--- config.mk ---
export PLATFORM = sky130hd
export DESIGN_NAME = seq_divider_restoring
export DESIGN_NICKNAME = d
export VERILOG_FILES = /design/src/rtl/seq_divider_restoring_pkg.sv /design/src/rtl/seq_divider_restoring_div_sub_step.sv /design/src/rtl/seq_divider_restoring.sv
export SDC_FILE = /design/constraint.sdc
export NUM_CORES = 1
export LEC_CHECK = 0
export ABC_AREA = 1
export BUFFER_PORTS_ARGS = -buffer_cell sky130_fd_sc_hd__clkbuf_2
export CELL_PAD_IN_SITES_DETAIL_PLACEMENT = 1
export CELL_PAD_IN_SITES_GLOBAL_PLACEMENT = 2
export CORE_UTILIZATION = 28
export DETAILED_ROUTE_END_ITERATION = 6
export PLACE_DENSITY = 0.85
export SETUP_SLACK_MARGIN = 0.4
export SKIP_LAST_GASP = 1
export SLEW_MARGIN = 25
export SYNTH_ARGS = -nofsm -noshare
export SYNTH_HDL_FRONTEND = slang
export SYNTH_SLANG_ARGS = --single-unit
export TNS_END_PERCENT = 10
--- constraint.sdc ---
create_clock -name clk -period 1.6 [get_ports clk]
set_clock_uncertainty 0.05 [all_clocks]
set_input_delay 0.32 -clock clk [delete_from_list [all_inputs] [get_ports clk]]
set_output_delay 0.32 -clock clk [all_outputs]
set_load 0.02 [all_outputs]
--- src/rtl/seq_divider_restoring_pkg.sv ---
// Shared types and default widths for the restoring sequential divider.
package seq_divider_restoring_pkg;

    localparam int unsigned DEF_DW = 8;
    localparam int unsigned DEF_SW = 4;

    function automatic int unsigned cnt_width(input int unsigned dw);
        return $clog2(dw + 1);
    endfunction

    localparam int unsigned CW = cnt_width(DEF_DW);

    typedef enum logic [1:0] {
        StIdle,
        StRun,
        StZero
    } state_e;

endpackage

--- src/rtl/seq_divider_restoring_div_sub_step.sv ---
// One restoring division step: trial-subtract the divisor from the shifted partial remainder.
module seq_divider_restoring_div_sub_step #(
    parameter int unsigned SW = 4
) (
    input  logic [SW:0]   r_shift,
    input  logic [SW-1:0] divisor,
    output logic [SW-1:0] r_next,
    output logic          q_bit
);

    logic [SW:0] trial;

    always_comb begin
        trial = r_shift - {1'b0, divisor};
        q_bit = ~trial[SW];
        // Either result is below the divisor, so its top bit is always zero.
        r_next = q_bit ? trial[SW-1:0] : r_shift[SW-1:0];
    end

endmodule

--- src/rtl/seq_divider_restoring.sv ---
// Iterative restoring divider: DW-bit dividend by SW-bit divisor, one quotient bit per clock.
module seq_divider_restoring
    import seq_divider_restoring_pkg::*;
#(
    parameter int unsigned DW = DEF_DW,
    parameter int unsigned SW = DEF_SW
) (
    input  logic          clk,
    input  logic          rst,
    input  logic          start,
    input  logic [DW-1:0] dividend,
    input  logic [SW-1:0] divisor,
    output logic          busy,
    output logic          done,
    output logic          dz,
    output logic [DW-1:0] quotient,
    output logic [SW-1:0] remainder
);

    localparam int unsigned CntW = cnt_width(DW);
    localparam logic [CntW-1:0] LastCnt = CntW'(DW - 1);

    state_e        state_q, state_d;
    logic [SW-1:0] r_q, r_d;
    logic [DW-1:0] q_q, q_d;
    logic [CntW-1:0] cnt_q, cnt_d;
    logic [SW-1:0] divisor_q, divisor_d;
    logic          done_q, done_d;
    logic          dz_q, dz_d;
    logic [DW-1:0] quot_q, quot_d;
    logic [SW-1:0] rem_q, rem_d;

    logic [SW:0]   r_shift;
    logic [SW-1:0] r_next;
    logic          q_bit;
    logic [DW-1:0] q_shift;

    assign r_shift = {r_q, q_q[DW-1]};
    assign q_shift = {q_q[DW-2:0], q_bit};

    seq_divider_restoring_div_sub_step #(
        .SW(SW)
    ) u_sub_step (
        .r_shift(r_shift),
        .divisor(divisor_q),
        .r_next (r_next),
        .q_bit  (q_bit)
    );

    always_comb begin
        state_d   = state_q;
        r_d       = r_q;
        q_d       = q_q;
        cnt_d     = cnt_q;
        divisor_d = divisor_q;
        done_d    = 1'b0;
        dz_d      = dz_q;
        quot_d    = quot_q;
        rem_d     = rem_q;
        unique case (state_q)
            StIdle: begin
                if (start) begin
                    divisor_d = divisor;
                    q_d       = dividend;
                    r_d       = '0;
                    cnt_d     = '0;
                    state_d   = (divisor == '0) ? StZero : StRun;
                end
            end
            StRun: begin
                r_d   = r_next;
                q_d   = q_shift;
                cnt_d = cnt_q + CntW'(1);
                if (cnt_q == LastCnt) begin
                    state_d = StIdle;
                    done_d  = 1'b1;
                    dz_d    = 1'b0;
                    quot_d  = q_shift;
                    rem_d   = r_next;
                end
            end
            StZero: begin
                state_d = StIdle;
                done_d  = 1'b1;
                dz_d    = 1'b1;
                quot_d  = '1;
                rem_d   = '0;
            end
            default: state_d = StIdle;
        endcase
    end

    always_ff @(posedge clk) begin
        if (rst) begin
            state_q   <= StIdle;
            r_q       <= '0;
            q_q       <= '0;
            cnt_q     <= '0;
            divisor_q <= '0;
            done_q    <= 1'b0;
            dz_q      <= 1'b0;
            quot_q    <= '0;
            rem_q     <= '0;
        end else begin
            state_q   <= state_d;
            r_q       <= r_d;
            q_q       <= q_d;
            cnt_q     <= cnt_d;
            divisor_q <= divisor_d;
            done_q    <= done_d;
            dz_q      <= dz_d;
            quot_q    <= quot_d;
            rem_q     <= rem_d;
        end
    end

    assign busy      = (state_q != StIdle);
    assign done      = done_q;
    assign dz        = dz_q;
    assign quotient  = quot_q;
    assign remainder = rem_q;

endmodule

==> metrics.txt, run 1 <==
Routed Wire Length=between 4000 and 5000 um; Starting Density=around 30%; Die W=~79 um; leakage power=0.952 nW; Required @ worst endpoint=roughly 1.8 ns; Detail Route Antenna Nets=0; Worst Path Arrival=~1.9 ns; CTS Buf Count=5; Area growth, synth to finish=32.8%; Pins Over Slew Limit=0; fin crit share=105%; CTS tree=built; Root Driver=clkbuf_8; fmax=just under 600 MHz; Yosys top cell by area=dfxtp_1; outcome=finished with violations; RSZ-0062 raised after global routing=true; vias per inst=4.75; CTS max path bufs=2; PwrDens=992 nW/um2; predominant post-synthesis flop cell=dfxtp_1; synth unique cells=24; Final Hold Vio Count=0; worst min path class=in -> reg; Cell Rows=27; fillers=702; post-route setup slack=-0.0867 ns; DP Cell Count=around 340; Seq/Total Area, Yosys=approximately 43%; layout cells sized above 1=a little under a third; Clock Latency Late Sink=around 0.30 ns; Post-CTS Hold Buffers=0; Overall Global Routing Usage=between 10% and 20%; Yosys top cell area share=approximately 43%; Pint=approximately 0.0015 W; placed wire-length estimate=3490 um; synthesized area=approximately 1700 um2; clock share of power=~30%; register area=723 um2; max-cap violations=0; I/O Pins=30; first-pass GRT wire length=about 7500 um; #FFs+latches synth=36; clock-pin transition on the worst setup and hold timing paths=~0.080 ns; EDFF count, synth=0; CP Class=reg -> reg; gp weighted congestion=0.805; CP max stage cell=fa_2; count leader, synth=nand2_1; Final setup violation count=11; post-layout net count=296; asr flop ratio synth=0%; sequential power share=44.9%; DRC viols=0; P_sw=between 0.0007 and 0.0008 W; Period minus WS final=1.69 ns; Mapped Cells=223; Cell Chain, Critical Path=inv_2 > ha_4 > inv_2 > fa_2 > nand3_2 > nand3_4 > nand3b_1 > nand3_2 > a21oi_2; core area=5640 um2; yosys warns=0; Slew headroom=between 70% and 80%; largest net degree at the start of global routing=22; ANT cells=0; fin area=between 2000 and 2500 um2; H-tree depth=2; Wirelength per Cell=roughly 13 um; Worst Tran Pin Value=roughly 0.30 ns; clock sinks=36; placed inst area=approximately 2000 um2; PortBufs=29; via count=roughly 1.6k; Worst Hold Slack=0.222 ns; Critical Path Fanout Max=5; switch share=33.1%; Comb power frac=25.2%; Final Instance Count excl. Fillers=about 350; failing checks=setup timing; GR Overflow Total=0; initial antenna violation count=0; CP peak stage delay=about 0.37 ns; peak supply drop=about 0.00033 V; crit end category=flip-flop; number of global-route vias before repair=1,605; footprint of the multi-input gates=around 940 um2; startpoint types=flip-flop; Synthesized Nets=~250; drt first pass iters=4; Synth area leaders=dfxtp_1 (43%), nand2_1 (12%), a21oi_1 (8.1%); Die ar.=~6300 um2; Synth top cells by count=nand2_1 (54), dfxtp_1 (36), a21oi_1 (27); initial drt markers=49; Die H=79.2 um; Syn Area/Cell=approximately 7.5 um2
-- final timing paths --
check	from	end	slack, ns	cells past startpoint
worst max register to register	q_q[7]	remainder[1]	-0.09	9
worst min register to register	quotient[6]	quotient[6]	0.42	2
worst max-delay path	q_q[7]	remainder[1]	-0.09	9
worst min-delay path	dividend[6]	q_q[6]	0.22	3
-- layout by cell type, fill, tap and decap left out, types with 2 or more instances in the layout --
cell / count
nand3_4: 2
a31oi_1: 7
nor2_1: 8
clkbuf_2: 29
or2_2: 3
a21oi_1: 24
o21ai_1: 2
a21oi_2: 3
dfxtp_1: 34
nand2_2: 6
inv_2: 3
dfxtp_2: 2
nand3_2: 5
inv_1: 17
nand2_1: 47
o21ai_0: 19
buf_4: 21
clkinv_2: 2
clkbuf_8: 5
nand3b_1: 3
ha_1: 7
nand4_1: 3
nand3_1: 11
-- sequential cells by signal, summed over array words and instances, names as in the netlist --
name / cells
q_q: 8
quotient: 8
cnt_q: 4
divisor_q: 4
r_q: 4
remainder: 4
state_q: 2
done: 1
dz: 1
-- power by group through the flow --
stage / logic, W / clock network, W / registers, W
final: 0.000554 / 0.000658 / 0.000988
after CTS: 0.000530 / 0.000669 / 0.000987
after floorplan: 0.000302 / 0 / 0.00101
after detailed placement: 0.000483 / 0 / 0.00101
after global routing: 0.000618 / 0.000724 / 0.000995
after global placement: 0.000467 / 0 / 0.00100
-- layout make-up --
type,count,share of cell area [%]
Multi-Input combinational cell,159,42.4
Sequential cell,36,32.6
Timing Repair Buffer,50,13.6
Tap cell,72,4.06
Inverter,20,3.38
Clock buffer,5,3.10
Clock inverter,3,0.846
-- per-stage QoR --
stage	utilization, %	total power [W]	setup slack (ns)	TNS [ns]
after floorplan	-	0.00131	0.0383	0
after global placement	36.0	0.00147	-0.0791	-0.548
after global routing	39.3	0.00234	-0.159	-2.08
after detailed placement	36.0	0.00149	-0.144	-1.30
after CTS	38.5	0.00219	-0.103	-0.915
final	39.3	0.00220	-0.0867	-0.744
-- worst max-delay path, delay by kind of cell (launching register included) --
family	cells	cell delay, ns
adder cells (fa/ha/maj)	2	0.49
AO/OA/AOI/OAI	1	0.13
buffers and inverters	2	0.11
AND/OR/NAND/NOR	4	0.52
flip-flops	1	0.33
-- cells by family (layout without fill, tap and decap cells) --
family,after synthesis,count (layout),synth area share [%]
AO/OA/AOI/OAI,57,57,18.0
AND/OR/NAND/NOR,91,91,23.9
XOR/XNOR,2,2,1.05
adder cells (fa/ha/maj),9,9,7.19
buffers and inverters,28,78,6.74
flip-flops,36,36,43.1
-- timing repair --
action	CTS	global route
setup endpoints to repair	39	47
setup buffers	0	1
pin swaps	5	8
resized for setup	17	9
-- routing by layer --
layer  GRT usage, %  share of wire [%]  up-vias
met5              0                  0        -
met4           6.73                2.0        0
met3           2.87                2.6        9
met2           25.4                 47       24
met1           19.9                 49      759
li1               -                  -      847
Power figures use the tool's default switching activity.
==> run 2, diff against run 1 <==
Clock period 1.6 ns to 1.5 ns, I/O delays scaled along.
==> metrics.txt, run 2 (synthesis gave the netlist of run 1 again) <==
Starting Density=~30%; vias per inst=between 4 and 5; layout cells sized above 1=a little over a third; WL met1=around 2200 um; Final Hold Vio Count=0; Overall Global Routing Usage=between 15 and 20%; CP max stage cell=fa_2; I/O Pins=30; Pins Over Slew Limit=0; CTS Buf Count=5; post-route setup slack=-0.212 ns; highest metal used=met4; Die W=79.2 um; met2 wire length=~2300 um; DP Cell Count=342; gp weighted congestion=roughly 0.79; Wirelength per Cell=around 13 um; post-layout util=41.1%; most frequent cells in the layout=nand2_1 (47), dfxtp_1 (33), clkbuf_2 (28), buf_4 (28), a21oi_1 (22); largest net degree at the start of global routing=22; leakage power=1.00 nW; RSZ-0062 raised after global routing=true; Final Instance Count excl. Fillers=about 350; CP Class=reg -> reg; CP peak stage delay=roughly 0.37 ns; Comb power frac=a little over a quarter; via count=approximately 1.7k; Clock Latency Late Sink=roughly 0.29 ns; Critical Path Fanout Max=6; Required @ worst endpoint=roughly 1.6 ns; switch share=between 30% and 40%; PortBufs=29; PwrDens=roughly 1100 nW/um2; initial antenna violation count=0; fin crit share=114%; Detail Route Antenna Nets=0; placed inst area=about 2100 um2; Pint=between 0.0015 and 0.002 W; first-pass GRT wire length=between 7000 and 8000 um; Post-CTS Hold Buffers=0; drt first pass iters=4; family with the most delay on the worst path=simple AND/OR/NAND/NOR gates; worst min path class=in -> reg; Cell Rows=27; peak supply drop=roughly 0.0004 V; Die ar.=about 6300 um2; Final setup violation count=20; number of global-route vias before repair=about 1.7k; H-tree depth=2; sequential power share=about 43%; Worst Tran Pin Value=0.261 ns; max-cap violations=0; Die H=79.2 um; Routed Wire Length=4730 um; Cell Chain, Critical Path=inv_2 > ha_4 > inv_4 > fa_2 > nand3_2 > nand3_4 > nand2_8 > nand2_2 > nand3_1 > a21oi_1; CTS max path bufs=2; commonest non-fill, non-tap cell in the layout=nand2_1; Buf/Inv on CP=2; clock-pin transition on the worst setup and hold timing paths=about 0.08 ns; metal3 WL=108 um; failing checks=setup timing; clock share of power=30.6%; GR Overflow Total=0; startpoint types=flip-flop; DRC viols=0; Worst Path Arrival=1.84 ns; placed wire-length estimate=approximately 3400 um; crit end category=flip-flop; Area growth, synth to finish=38.8%; post-layout net count=just over 300; clock sinks=36; CTS tree=built; P_sw=around 0.0008 W; Worst Hold Slack=around 0.20 ns; initial drt markers=37; ANT cells=0; Root Driver=clkbuf_8; core area=5640 um2; fmax=a little under 600 MHz; Period minus WS final=between 1.5 and 2 ns; outcome=finished with violations; Slew headroom=82.4%; fin area=between 2000 and 2500 um2
[run 2: changes by cell type in the layout (fill, tap and decap cells not counted), sizes merged]
cell	previous run	this run
clkbuf	34	35
clkinv	3	1
inv	20	21
buf	21	28
[run 2: per-layer routing]
metal	vias up	GRT usage [%]
met5	-	0
met4	0	8.18
met3	8	3.79
met2	22	26.8
met1	770	21.2
li1	857	-
[run 2: cell type report]
cell class,count,area [um2]
Clock buffer,6,82.6
Clock inverter,2,13.8
Fill cell,708,3320
Inverter,20,77.6
Multi-Input combinational cell,159,972
Sequential cell,36,724
Tap cell,72,90.1
Timing Repair Buffer,57,358
[run 2: repair_timing]
action / in CTS / in global routing
gates cloned: 0 / 0
pin swaps: 7 / 11
buffers inserted: 1 / 1
gates resized for setup: 17 / 17
endpoints found under the setup margin: 51 / 51
[run 2: per-stage QoR]
stage          setup slack, ns  power (W)  setup TNS (ns)
2_1_floorplan          -0.0617    0.00140          -0.581
3_3_place_gp            -0.193    0.00159           -1.78
3_5_place_dp            -0.238    0.00161           -2.59
4_1_cts                 -0.190    0.00240           -2.39
5_1_grt                 -0.267    0.00261           -5.84
6_report                -0.212    0.00246           -2.41
[run 2: worst reg2reg max path, delay by kind of cell, from the launching register on]
kind                       cells  cell delay, ns
and+or+nand+nor                5            0.54
buffers and inverters          2            0.11
adders and majority gates      2            0.51
AOI/OAI and AO/OA              1            0.06
DFF                            1            0.33
[run 2: power by group through the flow]
stage	logic [W]	registers, W	clock network [W]
after floorplan	0.000322	0.00107	0
after global placement	0.000519	0.00107	0
after detailed placement	0.000536	0.00107	0
after CTS	0.000586	0.00105	0.000765
after global routing	0.000722	0.00106	0.000825
final	0.000654	0.00105	0.000752
[run 2: path summary, 6_finish.rpt]
path	startpoint	endpoint	slack (ns)	cells after the start
worst min register to register	quotient[4]	quotient[4]	0.42	2
worst max-delay path	q_q[7]	remainder[2]	-0.21	10
worst max register to register	q_q[7]	remainder[2]	-0.21	10
worst min-delay path	dividend[5]	q_q[5]	0.20	3
==> run 3, diff against run 2 <==
==> constraint.sdc (replaced) <==
create_clock -name clk -period 1.5 [get_ports clk]
set_clock_uncertainty 0.05 [all_clocks]
set_input_delay 0.075 -clock clk [delete_from_list [all_inputs] [get_ports clk]]
set_output_delay 0.075 -clock clk [all_outputs]
set_load 0.02 [all_outputs]
==> metrics.txt, run 3 (synthesis gave the netlist of run 1 again) <==
outcome=finished with violations; failing checks=setup timing; P_sw=slightly below 0.0008 W; post-layout net count=about 310; Worst Path Arrival=around 1.8 ns; Clock Latency Late Sink=a little under 0.3 ns; Pint=between 0.0015 and 0.002 W; clock sinks=36; Overall Global Routing Usage=16.6%; fin crit share=111%; Starting Density=29.6%; fillers=700; commonest non-fill, non-tap cell in the layout=nand2_1; drt first pass iters=4; CTS max path bufs=2; initial antenna violation count=0; PwrDens=about 1000 nW/um2; Die H=around 79 um; switch share=31.9%; Hold Path Cell Cnt=3; largest net degree at the start of global routing=22; RSZ-0062 raised after global routing=true; placed wire-length estimate=about 3500 um; PortBufs=29; most used cell, CP=nand2_2; clock-pin transition on the worst setup and hold timing paths=0.08 ns; Period minus WS final=between 1.5 and 2 ns; Setup Buffers After CTS=0; Critical Path Fanout Max=6; Fin Setup TNS=-1.86 ns; most frequent cells in the layout=nand2_1 (46), dfxtp_1 (33), clkbuf_2 (29); GR Overflow Total=0; number of global-route vias before repair=around 1.7k; max-cap violations=0; first-pass GRT wire length=about 8000 um; Pins Over Slew Limit=0; Area growth, synth to finish=40.1%; startpoint types=flip-flop; layout cells sized above 1=around 33%; Wirelength per Cell=roughly 13 um; leakage power=just over 1 nW; Required @ worst endpoint=approximately 1.7 ns; Worst Tran Pin Value=around 0.45 ns; gp weighted congestion=between 0.8 and 0.9; CP peak stage delay=~0.36 ns; I/O Pins=30; worst hold path endpoint=q_q[7]; fmax=approximately 600 MHz; post-route setup slack=-0.166 ns; peak supply drop=~0.00043 V; worst min path class=in -> reg; clock share of power=30.4%; Cell Rows=27; worst reg2reg path depth=11; DRC viols=0; Final setup violation count=19; CP max stage cell=fa_2; crit end category=flip-flop; CP Class=reg -> reg; Slew headroom=between 60% and 70%; CTS Buf Count=5; initial drt markers=49; Cell Chain, Critical Path=inv_2 > ha_4 > inv_2 > fa_2 > nand2_2 > nand2_2 > nand3_4 > nand2_8 > nand2_2 > nand3_1 > a21oi_1; Routed Wire Length=4650 um; Comb power frac=between 20% and 30%; vias per inst=roughly 4.6; Detail Route Antenna Nets=0; H-tree depth=2; ANT cells=0; Root Driver=clkbuf_8; post-layout util=approximately two fifths; Reg2Reg Setup Slack=-0.17 ns; fin area=2340 um2; Die ar.=approximately 6300 um2; sequential power share=between 40 and 50%; RR Startpoint=q_q[7]; core area=roughly 5600 um2; CTS tree=built; reg-to-reg critical path endpoint=remainder[1]; Die W=~80 um; Final Hold Vio Count=0; placed inst area=slightly above 2000 um2; via count=about 1.6k; beginning of the worst hold path=dividend[7]
## run 3: layer usage
layer	wire length, um	global-route usage (%)	up-vias
met1	2210	20.6	735
li1	-	-	869
met3	118	3.56	9
met4	98	6.18	0
met2	2220	28.0	24
met5	0	0	-
## run 3: area by class of cell
cell class / count / area, um2 / share of cell area [%]
multi-input cells: 159 / 961 / 41.1
well taps: 72 / 90.1 / 3.85
clock buffers: 6 / 82.6 / 3.53
flip-flops and latches: 36 / 724 / 31.0
repair buffers: 60 / 393 / 16.8
inverters: 20 / 75.1 / 3.21
clock inverters: 2 / 13.8 / 0.588
## run 3: power groups by stage
stage	clock, W	combinational, W	sequential, W
2_1_floorplan	0	0.000322	0.00107
6_report	0.000742	0.000644	0.00105
5_1_grt	0.000827	0.000724	0.00106
4_1_cts	0.000767	0.000629	0.00105
3_5_place_dp	0	0.000533	0.00107
3_3_place_gp	0	0.000518	0.00107
## run 3: worst max path at each step
| stage | slack, ns | to | startpoint |
|---|---|---|---|
| finish | -0.17 | remainder[1] | q_q[7] |
| global route | -0.25 | r_q[3] | q_q[7] |
| CTS | -0.20 | r_q[1] | divisor_q[0] |
| detailed placement | -0.28 | r_q[3] | q_q[7] |
| global placement | -0.20 | quotient[0] | q_q[7] |
| floorplan | -0.06 | r_q[3] | q_q[7] |
## run 3: critical path, delay by kind of cell, from the launching register on
kind	cells	cell delay, ns
AOI/OAI and AO/OA	1	0.13
DFF	1	0.32
buffers and inverters	2	0.10
and+or+nand+nor	6	0.51
adders and majority gates	2	0.48
## run 3: per-stage QoR
stage / worst slack (ns) / hold slack, ns / std cells / total power [W]
2_1_floorplan: -0.0617 / 0.103 / 223 / 0.00140
3_3_place_gp: -0.199 / 0.284 / 341 / 0.00159
3_5_place_dp: -0.277 / 0.290 / 341 / 0.00160
4_1_cts: -0.200 / 0.00785 / 355 / 0.00245
5_1_grt: -0.253 / 0.0437 / 355 / 0.00261
6_report: -0.166 / 0.0213 / 355 / 0.00244
## run 3: timing repair
item / in CTS / in global routing
hold buffers: 6 / 0
setup endpoints to repair: 37 / 37
pin swaps: 12 / 5
resized for setup: 24 / 5
hold endpoints to repair: 6 / 0
